[src/rtl/pitch_synth.sv]
// pitch_synth: phase-accumulator tone generator with a click-free envelope.
// Converts a signed frequency word (Hz) into unsigned 8-bit samples, midscale 128.
//
// state     | meaning
// S_IDLE    | silent, phase held at zero, env = 0
// S_ATTACK  | envelope ramping up by ATTACK_STEP per sample
// S_SUSTAIN | envelope held at full scale (255)
// S_RELEASE | envelope ramping down by RELEASE_STEP per sample
module pitch_synth #(
  parameter int SIGNAL_WIDTH  = 8,
  parameter int WIDTH         = 32,
  parameter int PHASE_WIDTH   = 24,
  parameter int SAMPLE_PERIOD = 2272,
  parameter int INC_MULT      = 97582,
  parameter int ATTACK_STEP   = 8,
  parameter int RELEASE_STEP  = 8
) (
  input  logic                    clk_in,
  input  logic                    rst_in,
  input  logic signed [WIDTH-1:0] freq_in,
  input  logic                    freq_in_valid,
  input  logic [1:0]              wave_sel,
  output logic [SIGNAL_WIDTH-1:0] audio_out,
  output logic                    audio_out_valid,
  output logic                    busy
);

  localparam int CW = (SAMPLE_PERIOD > 1) ? $clog2(SAMPLE_PERIOD) : 1;

  typedef enum logic [1:0] {S_IDLE, S_ATTACK, S_SUSTAIN, S_RELEASE} state_t;

  state_t                   state, state_cmd, state_next;
  logic [CW-1:0]            cnt;
  logic                     tick, apply_on, apply_off;
  logic                     pend_valid, pend_on;
  logic [PHASE_WIDTH-1:0]   pend_inc, inc, inc_next, phase, phase_next;
  logic [PHASE_WIDTH+7:0]   inc_prod;
  logic [7:0]               env, env_next, p;
  logic [8:0]               env_sum;
  logic signed [9:0]        tri_wave;
  logic signed [7:0]        s;
  logic signed [16:0]       prod, prod_r;
  logic                     prod_valid;

  assign tick      = (cnt == CW'(SAMPLE_PERIOD - 1));
  assign apply_on  = tick & pend_valid & pend_on;
  assign apply_off = tick & pend_valid & ~pend_on;
  // Only the low PHASE_WIDTH+8 product bits can reach the truncated increment.
  assign inc_prod  = (PHASE_WIDTH+8)'($unsigned(freq_in)) * (PHASE_WIDTH+8)'(INC_MULT);
  assign env_sum   = {1'b0, env} + 9'(ATTACK_STEP);

  always_ff @(posedge clk_in) begin
    if (!rst_in) begin
      cnt             <= '0;
      state           <= S_IDLE;
      env             <= '0;
      phase           <= '0;
      inc             <= '0;
      pend_valid      <= 1'b0;
      pend_on         <= 1'b0;
      pend_inc        <= '0;
      prod_r          <= '0;
      prod_valid      <= 1'b0;
      audio_out       <= SIGNAL_WIDTH'(128);
      audio_out_valid <= 1'b0;
      busy            <= 1'b0;
    end else begin
      cnt   <= tick ? '0 : cnt + 1'b1;
      state <= state_next;
      env   <= env_next;
      phase <= phase_next;
      inc   <= inc_next;
      busy  <= (state_next != S_IDLE);
      // A strobe on the tick cycle survives the clear and waits for the next tick.
      if (freq_in_valid) begin
        pend_valid <= 1'b1;
        pend_on    <= (freq_in > 0);
        pend_inc   <= PHASE_WIDTH'(inc_prod >> 8);
      end else if (tick) begin
        pend_valid <= 1'b0;
      end
      prod_valid <= tick;
      if (tick) prod_r <= prod;
      audio_out_valid <= prod_valid;
      if (prod_valid) audio_out <= SIGNAL_WIDTH'(8'(prod_r >>> 8) + 8'd128);
    end
  end

  always_comb begin
    state_cmd = state;
    if (apply_on && (state == S_IDLE || state == S_RELEASE))
      state_cmd = S_ATTACK;
    else if (apply_off && (state == S_ATTACK || state == S_SUSTAIN))
      state_cmd = S_RELEASE;

    env_next = env;
    case (state_cmd)
      S_IDLE:    env_next = 8'd0;
      S_ATTACK:  env_next = env_sum[8] ? 8'hff : env_sum[7:0];
      S_SUSTAIN: env_next = env;
      S_RELEASE: env_next = ({1'b0, env} <= 9'(RELEASE_STEP)) ? 8'd0 : env - 8'(RELEASE_STEP);
      default:   env_next = env;
    endcase

    state_next = state_cmd;
    if (state_cmd == S_ATTACK && env_next == 8'hff)
      state_next = S_SUSTAIN;
    else if (state_cmd == S_RELEASE && env_next == 8'd0)
      state_next = S_IDLE;

    if (!tick) begin
      state_next = state;
      env_next   = env;
    end
  end

  always_comb begin
    inc_next   = apply_on ? pend_inc : inc;
    phase_next = phase;
    if (tick) phase_next = (state_next == S_IDLE) ? '0 : phase + inc_next;
    p = phase_next[PHASE_WIDTH-1 -: 8];
    tri_wave = p[7] ? (10'sd383 - $signed({1'b0, p, 1'b0}))
                    : ($signed({2'b00, p[6:0], 1'b0}) - 10'sd128);
    case (wave_sel)
      2'b00:   s = p[7] ? -8'sd127 : 8'sd127;
      2'b01:   s = $signed(p ^ 8'h80);
      2'b10:   s = 8'(tri_wave);
      default: s = 8'sd0;
    endcase
    prod = s * $signed({1'b0, env_next});
  end

endmodule

[config.mk]
export PLATFORM = sky130hd
export DESIGN_NAME = pitch_synth
export DESIGN_NICKNAME = d
export VERILOG_FILES = /design/src/rtl/pitch_synth.sv
export SDC_FILE = /design/constraint.sdc
export NUM_CORES = 1
export LEC_CHECK = 0
export CORE_MARGIN = 3
export CORE_UTILIZATION = 43
export CTS_CLUSTER_SIZE = 24
export DETAILED_ROUTE_END_ITERATION = 8
export SKIP_CTS_REPAIR_TIMING = 1
export SLEW_MARGIN = 10
export SYNTH_ARGS = -nofsm -noshare
export SYNTH_HDL_FRONTEND = slang
export SYNTH_SLANG_ARGS = --single-unit
[constraint.sdc]
create_clock -name clk_in -period 10.62 [get_ports clk_in]
set_input_delay 1.593 -clock clk_in [delete_from_list [all_inputs] [get_ports clk_in]]
set_output_delay 1.593 -clock clk_in [all_outputs]
set_load 0.02 [all_outputs]
==> results of run 1 <==
## flip-flops by register name (all words and copies together) (netlist names)
signal / flops
inc: 24
pend_inc: 24
phase: 24
cnt: 12
audio_out: 8
env: 8
prod_r: 8
state: 2
audio_out_valid: 1
busy: 1
pend_on: 1
pend_valid: 1
prod_valid: 1
## kinds of logic after synthesis
kind of cell / count (synthesis)
adders and majority gates: 420
muxes: 37
and+or+nand+nor: 396
buffers and inverters: 337
AOI/OAI and AO/OA: 240
xor gates and xnor gates: 83
DFF: 115
## final cells by class
| class | count | share of cell area |
|---|---|---|
| Multi-Input combinational cell | 1176 | 0.692 |
| Sequential cell | 115 | 0.139 |
| Inverter | 297 | 0.0672 |
| Tap cell | 448 | 0.0338 |
| Timing Repair Buffer | 54 | 0.0314 |
| Clock buffer | 19 | 0.0273 |
| Clock inverter | 13 | 0.00906 |
## stage by stage
stage	total power [mW]	worst slack, ns	area (um2)	hold WS, ns
CTS	4.80	0.970	16600	0.457
detailed placement	4.21	1.07	16000	0.444
floorplan	3.43	1.93	15100	0.425
global route	5.35	0.337	16600	0.475
finish	4.71	0.975	16600	0.453
global placement	4.14	1.33	16000	0.439
## report_power, final
part,switching [mW],leakage [nW],internal [mW],total [mW]
sequential,0.0201,0.932,0.479,0.499
clock,0.218,0.284,0.361,0.579
combinational,1.95,6.87,1.68,3.63
## cell usage after synthesis (all sizes together) (13+ instances only)
cell | count | area, um2
nand4 | 15 | 93.8
xnor2 | 47 | 412
inv | 296 | 1110
a22o | 19 | 166
ha | 208 | 2600
nor3 | 22 | 115
nand2b | 15 | 93.8
a21o | 22 | 165
mux2i | 31 | 314
nor2 | 132 | 495
nand3 | 13 | 65.1
xor2 | 36 | 315
nand2 | 130 | 488
clkbuf | 30 | 113
fa | 212 | 4240
a21oi | 75 | 375
or2 | 15 | 93.8
dfxtp | 115 | 2300
o21ai | 30 | 150
and2 | 19 | 119
## worst min-delay path, stage by stage, from the launching register on
cell     delay, ns
dfxtp_1       0.32
nand2_1       0.04
o21ai_0       0.05
## layer usage
metal / track usage / routed length [um]
met2: 0.324 / 16300
met1: 0.241 / 15500
met5: 0 / 0
met3: 0.0235 / 893
met4: 0.0367 / 352
## worst min-delay path by stage
stage	depth (start not counted)	end	start
5_1_grt	2	prod_r[11]$_SDFFE_PN0N_	prod_r[11]$_SDFFE_PN0N_
2_1_floorplan	2	prod_r[14]$_SDFFE_PN0N_	prod_r[14]$_SDFFE_PN0N_
4_1_cts	2	prod_r[11]$_SDFFE_PN0N_	prod_r[11]$_SDFFE_PN0N_
6_report	2	pend_inc[22]$_SDFFE_PN0P_	pend_inc[22]$_SDFFE_PN0P_
3_5_place_dp	2	pend_inc[22]$_SDFFE_PN0P_	pend_inc[22]$_SDFFE_PN0P_
3_3_place_gp	2	prod_r[10]$_SDFFE_PN0N_	prod_r[10]$_SDFFE_PN0N_
## layout by cell type (no fill, tap or decap), types with 4 or more instances in the layout
cell type / instances
a21boi_0: 6
a21oi_1: 75
and3_1: 10
or2_1: 8
nor2b_1: 6
dfxtp_1: 115
xor2_1: 36
o21ai_1: 4
clkbuf_16: 17
mux2i_1: 30
clkdlybuf4s50_1: 46
a21o_1: 22
and2_1: 19
ha_1: 208
o21bai_1: 7
xnor2_1: 47
nand4_1: 15
a211oi_1: 6
o21ai_0: 26
inv_1: 295
o22ai_1: 4
clkinvlp_4: 4
or2_2: 7
o31ai_1: 6
nor2_1: 131
a22o_1: 19
o21a_1: 7
nor3_1: 21
nand2_1: 130
mux2_2: 4
a31oi_1: 9
buf_4: 8
nor4_1: 4
nand2b_1: 15
o211ai_1: 6
nand3_1: 13
fa_1: 212
==> key figures, run 1 <==
Floorplan
  – Row count: 67
  – Die Height: 193 um
  – Core Box Area: 34000 um2
  – Starting density of the core: 0.443
  – Die X: 193 um
  – Ports: 47
  – Die Area: 37300 um2

Detailed routing
  – DR DRC count: 0
  – Initial DRT Pass Iterations: 5
  – ANT nets after route: 0
  – Vias post-DR: 10.7k
  – Wirelength per Cell: 15.6 um
  – DR vias/cell: 5.06
  – Post-Route WL: 33100 um
  – Starting DRT DRC Count: 484

Worst setup path
  – Crit end category: flip-flop
  – CP endpoint: prod_r[15]$_SDFFE_PN0N_
  – CP max FO: 23
  – CP max stage cell: a211oi_1
  – Buffers & Inverters on Critical Path: 2
  – CP Data Required Time: 10.96 ns
  – CP Launch Type: flip-flop
  – Reg-to-Reg Start: cnt[0]$_SDFF_PP0_
  – Worst flop-to-flop path endpoint: prod_r[15]$_SDFFE_PN0N_
  – Worst reg2reg path depth: 36
  – CP top delay family: compound AO/OA/AOI/OAI gates
  – Critical path launch point: cnt[0]$_SDFF_PP0_
  – Worst path depth: 36
  – R2r setup slk: 0.97 ns
  – CP most frequent cell: fa_1
  – Setup CP Type: flip-flop to flip-flop
  – WP data arrival: 9.98 ns
  – Slowest stage delay, CP: 0.58 ns

Synth
  – Mapped Cells: 1628
  – Main combinational cell family by area after synthesis: adder cells
  – Mapped cell area: 15100 um2
  – Async SR Flop Fraction: 0
  – Register area share after synthesis: 0.153
  – Synth Area in XOR/XNOR: 0.0482
  – Synth Net Count: 2085
  – Top_reg_cell synth: dfxtp_1
  – Netlist cell types: 78
  – Compound-Gate Fraction of Synth Area: 0.112
  – Mux contribution to synthesized area: 0.0258
  – Yosys warning total: 0
  – Syn avg cell area: 9.26 um2
  – Simple-gate share of the synthesized area: 0.121
  – EDFF count, synth: 0
  – Post-Synth Adder-Cell Area: 0.454
  – Number of synthesized register bits: 115

Clock network
  – Clk root buf: clkbuf_16
  – H-tree levels: 4
  – Num CTS Buffers: 17
  – Clock transition at path regs: 0.06 ns
  – Max Root-Sink Buffers: 2
  – Clock sink total: 115
  – CTS tree: done
  – Clk Latency, worst-skew pair: 0.42 ns

Global route
  – Total GRT Usage: 0.183
  – Initial antenna violation count: 0
  – First-pass GRT wire length: 56400 um
  – Largest net degree at the start of global routing: 76
  – Vias in the first global route: 11.4k
  – GR Overflow Total: 0

Cells and area
  – Multi-input combinational cell area: 11500 um2
  – FILL cells: 3286
  – Nets@finish: 2118
  – Area Overhead vs Synth: 9.99%
  – Diode count: 0
  – Reg area: 2300 um2
  – Non-Filler Instances: 2122
  – Layout cells sized above 1: 0.0430
  – Fin util: 0.487

Timing
  – FMAX: 0.104 GHz
  – Unrepaired setup endpoints after global routing: false
  – Final setup fails: 0
  – Fin Clk Skew: 0.0141 ns
  – Final hold vios: 0
  – Slew Limit Fails: 0
  – Final Critical Period: 9.65 ns
  – Rel. slew slack: 0.321
  – Setup Total Neg Slack: 0 ns
  – Worst Max-Slew Pin Slew: 1.02 ns
  – Tcrit/Tclk final: 0.908

Power
  – VDD IR max: 0.215 mV
  – P_leak: 8.09 nW
  – Power per cell area: 284 nW/um2

Worst hold path
  – Worst Hold Class: flip-flop to flip-flop

Placed design
  – Final weighted congestion of routability-driven global placement: 0.895
  – Inst Count DP: 2090
  – I/O Buffers: 46
  – Final HPWL DP: 27500 um

Job
  – Max-cap viol count: 0

Outcome
  – Status: completed
Power figures use the tool's default switching activity.
==> run 2: changes to the inputs <==
--- a/config.mk
+++ b/config.mk
@@ -5,6 +5,7 @@
 export SDC_FILE = /design/constraint.sdc
 export NUM_CORES = 1
 export LEC_CHECK = 0
+export ABC_AREA = 1
 export CORE_MARGIN = 3
 export CORE_UTILIZATION = 43
 export CTS_CLUSTER_SIZE = 24
==> run 2 against run 1 <==
  * Clock skew is 0.0011 ns lower
  * Synthesized cell count is 16% higher
  * Power is 9.6% higher
  * Utilization is 0.27 points lower
  * Sequential share of layout area is 0.30 points lower
  * Die area is 2.2% higher
  * Critical path depth is 12 higher
  * Sequential power hardly changed
  * Count of clock-buffer cells in the layout is 4 higher
  * Register-to-register slack better by 0.45 ns
  * Non-clock buffer count is 3 lower
  * Largest cell class unchanged
==> key figures, run 2 <==
Global route
  – First-pass GRT wire length: 60400 um (+7.1%)
  – GR Overflow Total: 0 (unchanged)
  – Initial antenna violation count: 0 (unchanged)
  – Vias in the first global route: 12.4k (+8.7%)
  – Largest net degree at the start of global routing: 65 (-14%)
  – Total GRT Usage: 0.193 (+0.0103)

Cells and area
  – Nets@finish: 2383 (+13%)
  – Commonest non-fill, non-tap cell in the layout: inv_1
  – Biggest regs: inc: 24 flops, pend_inc: 24 flops, phase: 24 flops
  – Layout cells sized above 1: 0.0495 (+0.00652)
  – Area Overhead vs Synth: 9.93% (about the same)
  – Reg area: 2300 um2 (unchanged)
  – Most frequent cells in the layout: inv_1, nand2_1, fa_1
  – Diode count: 0 (unchanged)
  – Multi-input combinational cell area: 11400 um2 (-0.58%)
  – FILL cells: 3409 (+3.7%)
  – Fin area: 16900 um2 (+2.2%)

Timing
  – Final Critical Period: 9.20 ns (-0.446 ns)
  – Slew Limit Fails: 0 (unchanged)
  – Setup Total Neg Slack: 0 ns (unchanged)
  – Fin Clk Skew: 0.0130 ns (-0.00112 ns)
  – Unrepaired setup endpoints after global routing: false
  – FMAX: 0.109 GHz (+4.9%)
  – Rel. slew slack: 0.299 (-0.0219)
  – Final hold vios: 0 (unchanged)
  – Worst Max-Slew Pin Slew: 1.05 ns (+0.0307 ns)
  – Final setup fails: 0 (unchanged)
  – Setup ws final: 1.42 ns (+0.446 ns)
  – Tcrit/Tclk final: 0.866 (-0.0420)

Synth
  – Synth Net Count: 2345 (+12%)
  – Yosys warning total: 0 (unchanged)
  – Register area share after synthesis: 0.149 (-0.00334)
  – Syn avg cell area: 8.16 um2 (-12%)
  – EDFF count, synth: 0 (unchanged)
  – Number of synthesized register bits: 115 (unchanged)
  – Top cells by area, synth: fa_1, ha_1, dfxtp_1, inv_1, nand2_1
  – Top cell type's share of synthesized area: 0.275 (-0.00615)
  – Synth cell count leaders: inv_1, nand2_1, fa_1, ha_1, nor2_1
  – Top_reg_cell synth: dfxtp_1
  – Mapped Cells: 1888 (+16%)
  – Yosys top cell by area: fa_1
  – Async SR Flop Fraction: 0 (unchanged)
  – Netlist cell types: 50 (-36%)
  – Most frequent cell after synthesis: inv_1
  – Mapped cell area: 15400 um2 (+2.2%)

Detailed routing
  – DR vias/cell: 4.96 (-1.9%)
  – Starting DRT DRC Count: 546 (+13%)
  – Initial DRT Pass Iterations: 5 (unchanged)
  – Wirelength per Cell: 14.7 um (-5.4%)
  – Metal1 wirelength: 17200 um (+11%)
  – Post-Route WL: 35300 um (+6.7%)
  – DR DRC count: 0 (unchanged)
  – Vias post-DR: 11.9k (+11%)
  – Met3 WL post-DR: 791 um (-11%)
  – Top routing layer in use: met4
  – ANT nets after route: 0 (unchanged)
  – Met2 wire length: 16600 um (+1.9%)

Worst hold path
  – Hold Path Cell Cnt: 1 (-1)
  – Worst Hold End: cnt[0]$_SDFF_PP0_
  – Hold wc startpoint: cnt[0]$_SDFF_PP0_
  – Worst Hold Class: flip-flop to flip-flop

Power
  – Power per cell area: 305 nW/um2 (+7.2%)
  – VDD IR max: 0.315 mV (+47%)
  – P_leak: 8.66 nW (+7.1%)

Worst setup path
  – CP Launch Type: flip-flop
  – Worst flop-to-flop path endpoint: prod_r[14]$_SDFFE_PN0N_
  – Slowest stage delay, CP: 0.52 ns (-0.06 ns)
  – CP max stage cell: fa_1
  – R2r setup slk: 1.42 ns (+0.45 ns)
  – Setup CP Type: flip-flop to flip-flop
  – Reg-to-Reg Start: cnt[0]$_SDFF_PP0_
  – CP Data Required Time: 10.92 ns (-0.04 ns)
  – CP max FO: 39 (+70%)
  – WP data arrival: 9.50 ns (-0.48 ns)
  – CP most frequent cell: nand2_1
  – Worst reg2reg path depth: 48 (+33%)
  – Crit end category: flip-flop

Floorplan
  – Die X: 195 um (+1.1%)
  – Die Height: 195 um (+1.1%)
  – Starting density of the core: 0.441 (-0.00220)
  – Ports: 47 (unchanged)
  – Die Area: 38100 um2 (+2.2%)
  – Core Box Area: 35000 um2 (+2.7%)
  – Row count: 68 (+1.5%)

Placed design
  – I/O Buffers: 46 (unchanged)
  – Placed instance area: 16300 um2 (+2.2%)
  – Final HPWL DP: 29500 um (+7.2%)
  – Final weighted congestion of routability-driven global placement: 0.933 (+4.2%)
  – Dpl ws: 1.38 ns (+0.312 ns)

Clock network
  – Clk Latency, worst-skew pair: 0.42 ns (about the same)
  – Num CTS Buffers: 17 (unchanged)
  – CTS tree: done
  – Clock sink total: 115 (unchanged)
  – Max Root-Sink Buffers: 2 (unchanged)
  – Clock transition at path regs: 0.06 ns (about the same)
  – H-tree levels: 4 (unchanged)
  – Clk root buf: clkbuf_16

Job
  – Max-cap viol count: 0 (unchanged)

Outcome
  – Status: completed
-- run 2: how the worst max path moves through the flow --
stage / start / endpoint / cells past startpoint / slack, ns
after floorplan: cnt[0]$_SDFF_PP0_ / prod_r[15]$_SDFFE_PN0N_ / 49 / 2.78
after global placement: cnt[0]$_SDFF_PP0_ / prod_r[15]$_SDFFE_PN0N_ / 49 / 1.71
after detailed placement: cnt[0]$_SDFF_PP0_ / prod_r[14]$_SDFFE_PN0N_ / 48 / 1.38
after CTS: cnt[0]$_SDFF_PP0_ / prod_r[14]$_SDFFE_PN0N_ / 48 / 1.37
after global routing: cnt[0]$_SDFF_PP0_ / prod_r[14]$_SDFFE_PN0N_ / 48 / 0.42
final: cnt[0]$_SDFF_PP0_ / prod_r[14]$_SDFFE_PN0N_ / 48 / 1.42
-- run 2: routing by layer --
metal  GRT usage  vias up
met5           0        -
met4      0.0525        0
met3      0.0176       40
met2       0.326      176
met1       0.266     5675
li1            -     5980
-- run 2: where the power goes --
part           leakage (nW)  switching (mW)  internal, mW  total [mW]
Clock                 0.285           0.204         0.386       0.590
Sequential            0.933          0.0176         0.478       0.496
Combinational          7.44            2.46          1.61        4.07
-- run 2: critical path: cells and delay by family, from the launching register on --
family | cells | cell delay [ns]
simple gates | 22 | 2.20
xor+xnor | 2 | 0.30
compound gates | 11 | 2.09
fa+ha+maj | 8 | 3.19
flops | 1 | 0.35
buf+inv | 5 | 0.93
-- run 2: logic make-up after synthesis --
family / Yosys count / share of synthesized area
and+or+nand+nor: 588 / 0.168
DFF: 115 / 0.149
muxes: 1 / 0.000650
AOI/OAI and AO/OA: 253 / 0.0906
adders and majority gates: 420 / 0.444
xor gates and xnor gates: 65 / 0.0369
buffers and inverters: 446 / 0.110
-- run 2: cell type report --
cell class	count	area share
clock buffer	23	0.0282
clock inverter	8	0.00746
inverter	414	0.0917
multi-input combinational	1327	0.674
sequential	115	0.136
tap	455	0.0336
timing repair buffer	51	0.0294
-- run 2: stage by stage --
stage / power (mW) / hold WS [ns] / instances / utilization
floorplan: 3.65 / 0.418 / 1888 / -
global placement: 4.55 / 0.430 / 2362 / 0.467
detailed placement: 4.60 / 0.443 / 2362 / 0.467
CTS: 5.22 / 0.455 / 2393 / 0.484
global route: 5.85 / 0.470 / 2393 / 0.484
finish: 5.16 / 0.447 / 2393 / 0.484
==> run 3: changes to the inputs <==
--- a/config.mk
+++ b/config.mk
@@ -10,6 +10,7 @@
 export CORE_UTILIZATION = 43
 export CTS_CLUSTER_SIZE = 24
 export DETAILED_ROUTE_END_ITERATION = 8
+export PLACE_DENSITY = 0.64
 export SKIP_CTS_REPAIR_TIMING = 1
 export SLEW_MARGIN = 10
 export SYNTH_ARGS = -nofsm -noshare
==> run 3 against run 2 <==
  * Worst setup slack got worse by 0.12 ns
  * Register-to-register slack got worse by 0.12 ns
  * First-iteration DRC count fell by 2.6%
  * Critical path type unchanged
==> key figures, run 3 (synthesized netlist as in run 2, its figures left out) <==
Clock network
  – CTS tree: done
  – Max Root-Sink Buffers: 2 (unchanged)
  – Clk Latency, worst-skew pair: 0.42 ns (about the same)
  – Num CTS Buffers: 17 (unchanged)
  – H-tree levels: 4 (unchanged)
  – Clk root buf: clkbuf_16
  – Clock transition at path regs: 0.06 ns (about the same)
  – Clock sink total: 115 (unchanged)

Timing
  – FMAX: 0.107 GHz (-1.3%)
  – Slew Limit Fails: 0 (unchanged)
  – Final hold vios: 0 (unchanged)
  – Unrepaired setup endpoints after global routing: false
  – Setup ws final: 1.30 ns (-0.117 ns)
  – Rel. slew slack: 0.336 (+0.0372)
  – Final setup fails: 0 (unchanged)
  – Worst Max-Slew Pin Slew: 0.985 ns (-0.0629 ns)
  – Final Critical Period: 9.32 ns (+0.117 ns)
  – Tcrit/Tclk final: 0.877 (+0.0110)
  – Setup Total Neg Slack: 0 ns (unchanged)
  – Fin Clk Skew: 0.0127 ns (-0.000215 ns)

Worst setup path
  – Crit end category: flip-flop
  – Slowest stage delay, CP: 0.53 ns (about the same)
  – Critical path launch point: cnt[0]$_SDFF_PP0_
  – CP max stage cell: fa_1
  – R2r setup slk: 1.30 ns (-0.12 ns)
  – WP data arrival: 9.67 ns (+0.17 ns)
  – CP max FO: 39 (unchanged)
  – Worst reg2reg path depth: 48 (unchanged)
  – Reg-to-Reg Start: cnt[0]$_SDFF_PP0_
  – CP most frequent cell: nand2_1
  – CP top delay family: adder cells
  – CP Data Required Time: 10.97 ns (+0.05 ns)
  – CP Launch Type: flip-flop
  – Buffers & Inverters on Critical Path: 5 (unchanged)
  – Worst flop-to-flop path endpoint: prod_r[14]$_SDFFE_PN0N_
  – Setup CP Type: flip-flop to flip-flop

Power
  – Power per cell area: 305 nW/um2 (+0.18%)
  – Total power: 5.16 mW (about the same)
  – P_leak: 8.67 nW (about the same)
  – VDD IR max: 0.279 mV (-11%)

Cells and area
  – Diode count: 0 (unchanged)
  – FILL cells: 3410 (+0.029%)
  – Nets@finish: 2383 (unchanged)
  – Fin area: 16900 um2 (about the same)
  – Layout cells sized above 1: 0.0511 (+0.00152)
  – Fin util: 0.484 (about the same)
  – Biggest regs: inc: 24 flops, pend_inc: 24 flops, phase: 24 flops
  – Area Overhead vs Synth: 9.82% (about the same)
  – Commonest non-fill, non-tap cell in the layout: inv_1
  – Most frequent cells in the layout: inv_1, nand2_1, fa_1

Worst hold path
  – Worst Hold Class: flip-flop to flip-flop
  – Hold wc startpoint: cnt[0]$_SDFF_PP0_
  – Hold Path Cell Cnt: 1 (unchanged)
  – Worst Hold End: cnt[0]$_SDFF_PP0_

Placed design
  – Placed instance area: 16300 um2 (unchanged)
  – Final weighted congestion of routability-driven global placement: 0.903 (-3.2%)
  – Dpl ws: 1.35 ns (-0.0302 ns)
  – I/O Buffers: 46 (unchanged)
  – Final HPWL DP: 29100 um (-1.2%)

Floorplan
  – Row count: 68 (unchanged)
  – Die Area: 38100 um2 (unchanged)
  – Core Box Area: 35000 um2 (unchanged)
  – Starting density of the core: 0.441 (unchanged)
  – Die Height: 195 um (unchanged)
  – Ports: 47 (unchanged)
  – Die X: 195 um (unchanged)

Job
  – Max-cap viol count: 0 (unchanged)

Detailed routing
  – Starting DRT DRC Count: 532 (-2.6%)
  – Initial DRT Pass Iterations: 5 (unchanged)
  – Wirelength per Cell: 14.6 um (-1.1%)
  – DR vias/cell: 4.95 (-0.12%)
  – DR DRC count: 0 (unchanged)
  – Post-Route WL: 34900 um (-1.1%)
  – Vias post-DR: 11.9k (-0.076%)
  – ANT nets after route: 0 (unchanged)

Global route
  – Initial antenna violation count: 1 (+1)
  – First-pass GRT wire length: 59600 um (-1.3%)
  – GR Overflow Total: 0 (unchanged)
  – Vias in the first global route: 12.4k (+0.14%)
  – Largest net degree at the start of global routing: 64 (-1.5%)
  – Total GRT Usage: 0.190 (-0.00289)

Outcome
  – Status: completed
run 3: area by class of cell:
class | count | area, um2 | share of cell area
Multi-Input combinational cell | 1327 | 11400 | 0.674
Tap cell | 455 | 569 | 0.0336
Clock inverter | 12 | 131 | 0.00776
Sequential cell | 115 | 2300 | 0.136
Timing Repair Buffer | 51 | 498 | 0.0294
Inverter | 414 | 1550 | 0.0918
Clock buffer | 20 | 457 | 0.0270
run 3: where the power goes:
part	internal, mW	leakage, nW	switching (mW)
clock	0.357	0.290	0.209
combinational	1.62	7.44	2.48
sequential	0.478	0.933	0.0177
total	2.45	8.67	2.71
run 3: through the flow:
step | hold slack (ns) | std cells
final | 0.442 | 2394
after floorplan | 0.418 | 1888
after global routing | 0.484 | 2394
after global placement | 0.431 | 2362
after CTS | 0.451 | 2394
after detailed placement | 0.443 | 2362
run 3: metal layers:
metal | part of all wire | wire (um) | vias up | GRT usage
met5 | 0.00057 | 20 | - | 0
met4 | 0.017 | 593 | 2 | 0.0430
met3 | 0.036 | 1250 | 40 | 0.0293
met2 | 0.48 | 16800 | 217 | 0.332
met1 | 0.47 | 16300 | 5633 | 0.250
li1 | - | - | 5970 | -
run 3: worst max-delay path by stage:
stage                                   end  slack [ns]  cells past startpoint
global placement    prod_r[15]$_SDFFE_PN0N_        1.70                     49
CTS                 prod_r[14]$_SDFFE_PN0N_        1.34                     48
floorplan           prod_r[15]$_SDFFE_PN0N_        2.78                     49
detailed placement  prod_r[14]$_SDFFE_PN0N_        1.35                     48
finish              prod_r[14]$_SDFFE_PN0N_        1.30                     48
global route        prod_r[14]$_SDFFE_PN0N_        0.32                     48
